**src/rtl/alu_op_sequencer_pkg.sv**
```systemverilog
// alu_op_sequencer_pkg: shared ALU opcodes, default width and sequencer FSM states
package alu_op_sequencer_pkg;
  localparam int ALU_DW = 16;
  localparam logic [2:0] ALU_OP_PASS = 3'b000;
  localparam logic [2:0] ALU_OP_ADD  = 3'b001;
  localparam logic [2:0] ALU_OP_SUB  = 3'b010;
  localparam logic [2:0] ALU_OP_MUL  = 3'b011;
  localparam logic [2:0] ALU_OP_DIV  = 3'b100;
  localparam logic [2:0] ALU_OP_XOR  = 3'b101;
  localparam logic [2:0] ALU_OP_MOD  = 3'b110;
  localparam logic [2:0] ALU_OP_AND  = 3'b111;
  typedef enum logic [1:0] {S_IDLE, S_READ, S_EXEC, S_WB} state_t;
endpackage

```
**src/rtl/alu_op_sequencer_regfile.sv**
```systemverilog
// alu_op_sequencer_regfile: 2**AW x DW register file, two async read ports, write-back beats direct load
module alu_op_sequencer_regfile #(
  parameter int DW = 16,
  parameter int AW = 3
) (
  input  logic          clk,
  input  logic          rst_n,
  input  logic [AW-1:0] raddr1,
  input  logic [AW-1:0] raddr2,
  output logic [DW-1:0] rdata1,
  output logic [DW-1:0] rdata2,
  input  logic          wb_we,
  input  logic [AW-1:0] wb_addr,
  input  logic [DW-1:0] wb_data,
  input  logic          ld_we,
  input  logic [AW-1:0] ld_addr,
  input  logic [DW-1:0] ld_data
);
  logic [DW-1:0] regs [2**AW];
  assign rdata1 = regs[raddr1];
  assign rdata2 = regs[raddr2];
  // later assignment wins on an address collision, giving write-back priority
  always_ff @(posedge clk or negedge rst_n)
    if (!rst_n) regs <= '{default: '0};
    else begin
      if (ld_we) regs[ld_addr] <= ld_data;
      if (wb_we) regs[wb_addr] <= wb_data;
    end
endmodule

```
**src/rtl/alu_op_sequencer.sv**
```systemverilog
// alu_op_sequencer: register-addressed command issue to an external combinational ALU.
// Define ALU_SEQ_DIVZERO_CHECK_EN to trap DIV/MOD by zero (rsp_err=1, no write-back).
module alu_op_sequencer
  import alu_op_sequencer_pkg::*;
#(
  parameter int DW = ALU_DW,
  parameter int AW = 3
) (
  input  logic          clk,
  input  logic          rst_n,
  input  logic          cmd_valid,
  output logic          cmd_ready,
  input  logic [2:0]    cmd_op,
  input  logic [AW-1:0] cmd_rd,
  input  logic [AW-1:0] cmd_rs1,
  input  logic [AW-1:0] cmd_rs2,
  input  logic          ld_en,
  input  logic [AW-1:0] ld_addr,
  input  logic [DW-1:0] ld_data,
  output logic [DW-1:0] alu_din1,
  output logic [DW-1:0] alu_din2,
  output logic [2:0]    alu_ms,
  input  logic [DW-1:0] alu_out,
  output logic          rsp_valid,
  input  logic          rsp_ready,
  output logic [DW-1:0] rsp_data,
  output logic [AW-1:0] rsp_rd,
  output logic          rsp_err
);
  state_t state, state_nxt;
  logic [2:0] op_q;
  logic [AW-1:0] rs1_q, rs2_q;
  logic [DW-1:0] rdata1, rdata2;
  logic accept, wr_pend, err_q, err_nxt;
  always_comb begin
    cmd_ready = state == S_IDLE;
    rsp_valid = state == S_WB;
    accept = cmd_ready && cmd_valid;
    state_nxt = state == S_IDLE ? (cmd_valid ? S_READ : S_IDLE) :
                state == S_READ ? S_EXEC :
                state == S_EXEC ? S_WB :
                rsp_ready ? S_IDLE : S_WB;
  end
`ifdef ALU_SEQ_DIVZERO_CHECK_EN
  assign err_nxt = (op_q == ALU_OP_DIV || op_q == ALU_OP_MOD) && rdata2 == '0;
`else
  assign err_nxt = 1'b0;
`endif
  assign rsp_err = rsp_valid && err_q;
  // wr_pend marks only the first WB cycle, so a stalled response never rewrites
  always_ff @(posedge clk or negedge rst_n)
    if (!rst_n) begin
      state <= S_IDLE;
      op_q <= '0;
      rs1_q <= '0;
      rs2_q <= '0;
      rsp_rd <= '0;
      rsp_data <= '0;
      alu_din1 <= '0;
      alu_din2 <= '0;
      alu_ms <= ALU_OP_PASS;
      wr_pend <= 1'b0;
      err_q <= 1'b0;
    end else begin
      state <= state_nxt;
      wr_pend <= state == S_EXEC;
      if (accept) begin
        op_q <= cmd_op;
        rsp_rd <= cmd_rd;
        rs1_q <= cmd_rs1;
        rs2_q <= cmd_rs2;
      end
      if (state == S_READ) begin
        alu_din1 <= rdata1;
        alu_din2 <= rdata2;
        err_q <= err_nxt;
        alu_ms <= err_nxt ? ALU_OP_PASS : op_q;
      end
      if (state == S_EXEC) rsp_data <= err_q ? '0 : alu_out;
      if (rsp_valid && rsp_ready) alu_ms <= ALU_OP_PASS;
    end
  alu_op_sequencer_regfile #(.DW(DW), .AW(AW)) u_regfile (
    .clk(clk),
    .rst_n(rst_n),
    .raddr1(rs1_q),
    .raddr2(rs2_q),
    .rdata1(rdata1),
    .rdata2(rdata2),
    .wb_we(wr_pend && !err_q),
    .wb_addr(rsp_rd),
    .wb_data(rsp_data),
    .ld_we(ld_en),
    .ld_addr(ld_addr),
    .ld_data(ld_data)
  );
endmodule

```
**config.mk**
```make
export PLATFORM = sky130hd
export DESIGN_NAME = alu_op_sequencer
export DESIGN_NICKNAME = d
export VERILOG_FILES = /design/src/rtl/alu_op_sequencer_pkg.sv /design/src/rtl/alu_op_sequencer_regfile.sv /design/src/rtl/alu_op_sequencer.sv
export SDC_FILE = /design/constraint.sdc
export NUM_CORES = 1
export LEC_CHECK = 0
export CAP_MARGIN = 10
export CORE_ASPECT_RATIO = 1.4
export CORE_MARGIN = 2
export CORE_UTILIZATION = 57
export CTS_BUF_LIST = sky130_fd_sc_hd__clkbuf_16
export CTS_CLUSTER_SIZE = 16
export DETAILED_ROUTE_END_ITERATION = 8
export PLACE_DENSITY = 0.8
export SLEW_MARGIN = 10
export SYNTH_ARGS = -nofsm -noshare
export SYNTH_HDL_FRONTEND = slang
export SYNTH_HIERARCHICAL = 1
export SYNTH_SLANG_ARGS = --single-unit
export TNS_END_PERCENT = 30
```
**constraint.sdc**
```tcl
create_clock -name clk -period 2.4 [get_ports clk]
set_input_delay 0.48 -clock clk [delete_from_list [all_inputs] [get_ports clk]]
set_output_delay 0.48 -clock clk [all_outputs]
set_load 0.01 [all_outputs]
```
==> results.md <==
- Status: completed
- Die height: 168 µm
- Average size of a mapped cell: 12.7 µm²
- Clk_lat worst skew: 0.44 ns
- Final setup fails: 0
- CP cell instances: clkdlybuf4s50_1
- Total of max-cap violations: 0
- Post-Synth XOR/XNOR Area: 0%
- Pleak: 5.39 nW
- CTS H-tree depth: 4
- Max-slew violation count: 0
- Synth Area in Compound Gates: 6.27%
- FFs w/ async S/R, synth: 100%
- Worst hold path class: input pin to async pin
- FF/Latch Area: 4850 µm²
- Mapped Cells: 861
- Mapped Nets: 913
- GR Overflow Total: 0
- Tmin final: 2.17 ns
- Worst clock skew: 0.00617 ns
- Mapped cell area: 10,900 µm²
- Largest net degree at the start of global routing: 69
- Multi-input gate area: 5470 µm²
- Distinct cells, synth: 32
- Power per Cell Area: 1370 nW/µm²
- N_diodes: 0
- TritonRoute pass-1 iters: 5
- CP Class: register to output port
- Nets: 972
- Largest family of logic cells by synthesized area: multiplexers
- Area Growth Syn to Fin: 15.8%
- Post-CTS sizing: 0
- CTS tree: yes
- Starting density of the core: 58.4%
- Finished Cell Area: 12,600 µm²
- Top-Level Pins: 109
- Hold buffers post-CTS: 0
- Number of routed nets with antenna violations: 0
- Core ar.: 18,700 µm²
- Routed len/inst: 22.7 µm
- Die Area: 20,300 µm²
- Mux contribution to synthesized area: 37.2%
- Worst r2r path cells: 4
- Share of post-route cells with drive strength above 1: 20.2%
- CP bufs+invs: 1
- Total track usage: 27.5%
- Worst-path clk slew: 0.07 ns
- Detailed placement HPWL: 17,000 µm
- Horiz. Die Dim: 121 µm
- Max frequency: 462 MHz
- Sequential fraction of the synthesis area: 44.5%
- YS warnings: 6
- EDFF count, synth: 0
- DRC: 0
- GP Congestion: 0.776
- Setup crit start kind: register
- Sink Count: 194
- Placed inst area: 12,100 µm²
- Fin. Hold Viols: 0
- Via/cell ratio: 6.29
- CTS root buffer: clkbuf_16
- RSZ-0062 raised after global routing: false
- Setup Fix Bufs, Post-CTS: 0
- Worst-Margin Slew: 0.750 ns
- Top_reg_cell synth: dfrtp_1
- Crit Path Max Fanout: 10
- Vias: 7,405
- Adder and majority gate portion of the synthesized area: 0%
- # rows: 59
- Period utilization: 90.3%
- # fillers: 1,350
- Crit path depth: 1
- Synth Register Bits: 194
- Max IR drop VDD: 0.767 mV
- Sum of negative setup slack: 0 ns
- Clock buffer depth: 2
- Max-slew headroom: 50.0%
- Routed WL: 26,700 µm
- TritonCTS Buffers: 17
- Port bufs: 107
- Simple-Gate Fraction of Synth Area: 6.39%
- CP delay by family, top: flip-flops
- CP endpoint kind: output port
- Worst path slowest cell: dfrtp_1
- WP data arrival: 1.69 ns
- Initial DRC Count: 634
- Vias in the first global route: 7,342
- Req. time, crit path: 1.92 ns
- Global-route wire length before repair: 42,300 µm
- Initial antenna violation count: 0
- CP max stage delay: 0.62 ns
==> worst paths after layout <==
path	from	end	slack, ns
setup reg to reg	rs2_q[1]$_DFFE_PN0P_	alu_din2[7]$_DFFE_PN0P_	0.37
max in group asynchronous	rst_n	alu_din2[9]$_DFFE_PN0P_	1.66
hold reg to reg	op_q[1]$_DFFE_PN0P_	alu_ms[1]$_DFFE_PN0P_	0.51
setup / recovery	rsp_data[7]$_DFFE_PN0P_	rsp_data[7]	0.23
hold / removal	rst_n	rsp_rd[0]$_DFFE_PN0P_	0.04
min in group clk	op_q[1]$_DFFE_PN0P_	alu_ms[1]$_DFFE_PN0P_	0.51
==> cell type report <==
cell class / instances / share of cell area, %
Inverter: 1 / 0.0297
Tap cell: 244 / 2.42
Sequential cell: 194 / 38.4
Multi-Input combinational cell: 568 / 43.3
Clock buffer: 17 / 3.37
Clock inverter: 15 / 0.763
Timing Repair Buffer: 138 / 11.6
==> synthesized netlist by cell type, drive strengths merged, types with 2 or more instances <==
cell type | count | area share [%]
dfrtp | 194 | 45
nand2 | 64 | 2.2
clkbuf | 47 | 1.7
mux4 | 64 | 15
and2 | 2 | 0.15
mux2 | 92 | 11
and4bb | 6 | 0.69
a21oi | 65 | 3.0
o21ai | 65 | 3.0
mux2i | 128 | 12
nor2 | 66 | 2.4
nand4 | 2 | 0.17
nand4b | 6 | 0.48
buf | 51 | 3.9
a22o | 3 | 0.24
nor4b | 2 | 0.28
==> sequential cells by signal, summed over array words and instances, names as in the netlist, 2 cells and up <==
signal / cells
alu_din2: 16
rsp_rd: 3
rsp_data: 16
alu_din1: 16
rs1_q: 3
u_regfile/regs: 128
op_q: 3
state: 2
rs2_q: 3
alu_ms: 3
==> through the flow <==
stage	instances	hold slack [ns]	util [%]	total power [W]	worst slack, ns
final	1177	0.0407	67.6	0.0174	0.233
after global routing	1177	0.0892	67.6	0.0183	0.213
after CTS	1177	0.0631	67.6	0.0173	0.251
after detailed placement	1145	0.486	64.8	0.0147	0.260
after global placement	1145	0.479	64.8	0.0143	0.343
after floorplan	861	0.184	-	0.0120	0.632
==> logic make-up (layout without fill, tap and decap cells) <==
group / count (synthesis) / in the layout
other: 1 / 1
muxes: 284 / 284
DFF: 194 / 194
buffers and inverters: 99 / 171
and+or+nand+nor: 149 / 149
AOI/OAI and AO/OA: 134 / 134
==> metal layers <==
layer	global-route usage [%]	routed length [µm]	vias to the layer above
met4	9.86	690	0
met1	37.7	11200	3760
met3	4.53	1480	57
met2	44.5	13400	314
li1	-	-	3274
met5	0	0	-
==> power by group <==
group          leakage, nW  internal (W)  total, W  switching (W)
registers             2.26       0.00493   0.00664        0.00171
logic                 2.88       0.00490   0.00813        0.00324
clock network        0.259       0.00131   0.00259        0.00127
==> placed cells by master, fill, tap and decap left out <==
| cell | Yosys | layout |
|---|---|---|
| a21oi_1 | 65 | 65 |
| a22o_1 | 3 | 3 |
| and2_2 | 1 | 1 |
| and2_4 | 1 | 1 |
| and4bb_2 | 6 | 6 |
| buf_12 | 3 | 13 |
| buf_4 | 8 | 18 |
| clkbuf_16 | 0 | 17 |
| clkbuf_8 | 0 | 1 |
| clkdlybuf4s50_1 | 0 | 106 |
| clkinv_2 | 0 | 4 |
| clkinv_4 | 0 | 1 |
| clkinvlp_4 | 0 | 4 |
| conb_1 | 1 | 1 |
| dfrtp_1 | 194 | 194 |
| inv_1 | 0 | 3 |
| inv_2 | 1 | 1 |
| inv_6 | 0 | 3 |
| mux2_2 | 55 | 55 |
| mux2_4 | 37 | 37 |
| mux2i_1 | 128 | 128 |
| mux4_1 | 44 | 44 |
| mux4_2 | 20 | 20 |
| nand2_1 | 64 | 64 |
| nand4_1 | 1 | 1 |
| nand4_2 | 1 | 1 |
| nand4b_1 | 6 | 6 |
| nor2_1 | 64 | 64 |
| nor2_2 | 1 | 1 |
| nor2_4 | 1 | 1 |
| nor2b_4 | 0 | 1 |
| nor4b_4 | 0 | 2 |
| o21a_1 | 1 | 1 |
| o21ai_0 | 56 | 56 |
| o21ai_1 | 9 | 9 |
(Power assumes the default switching activity.)
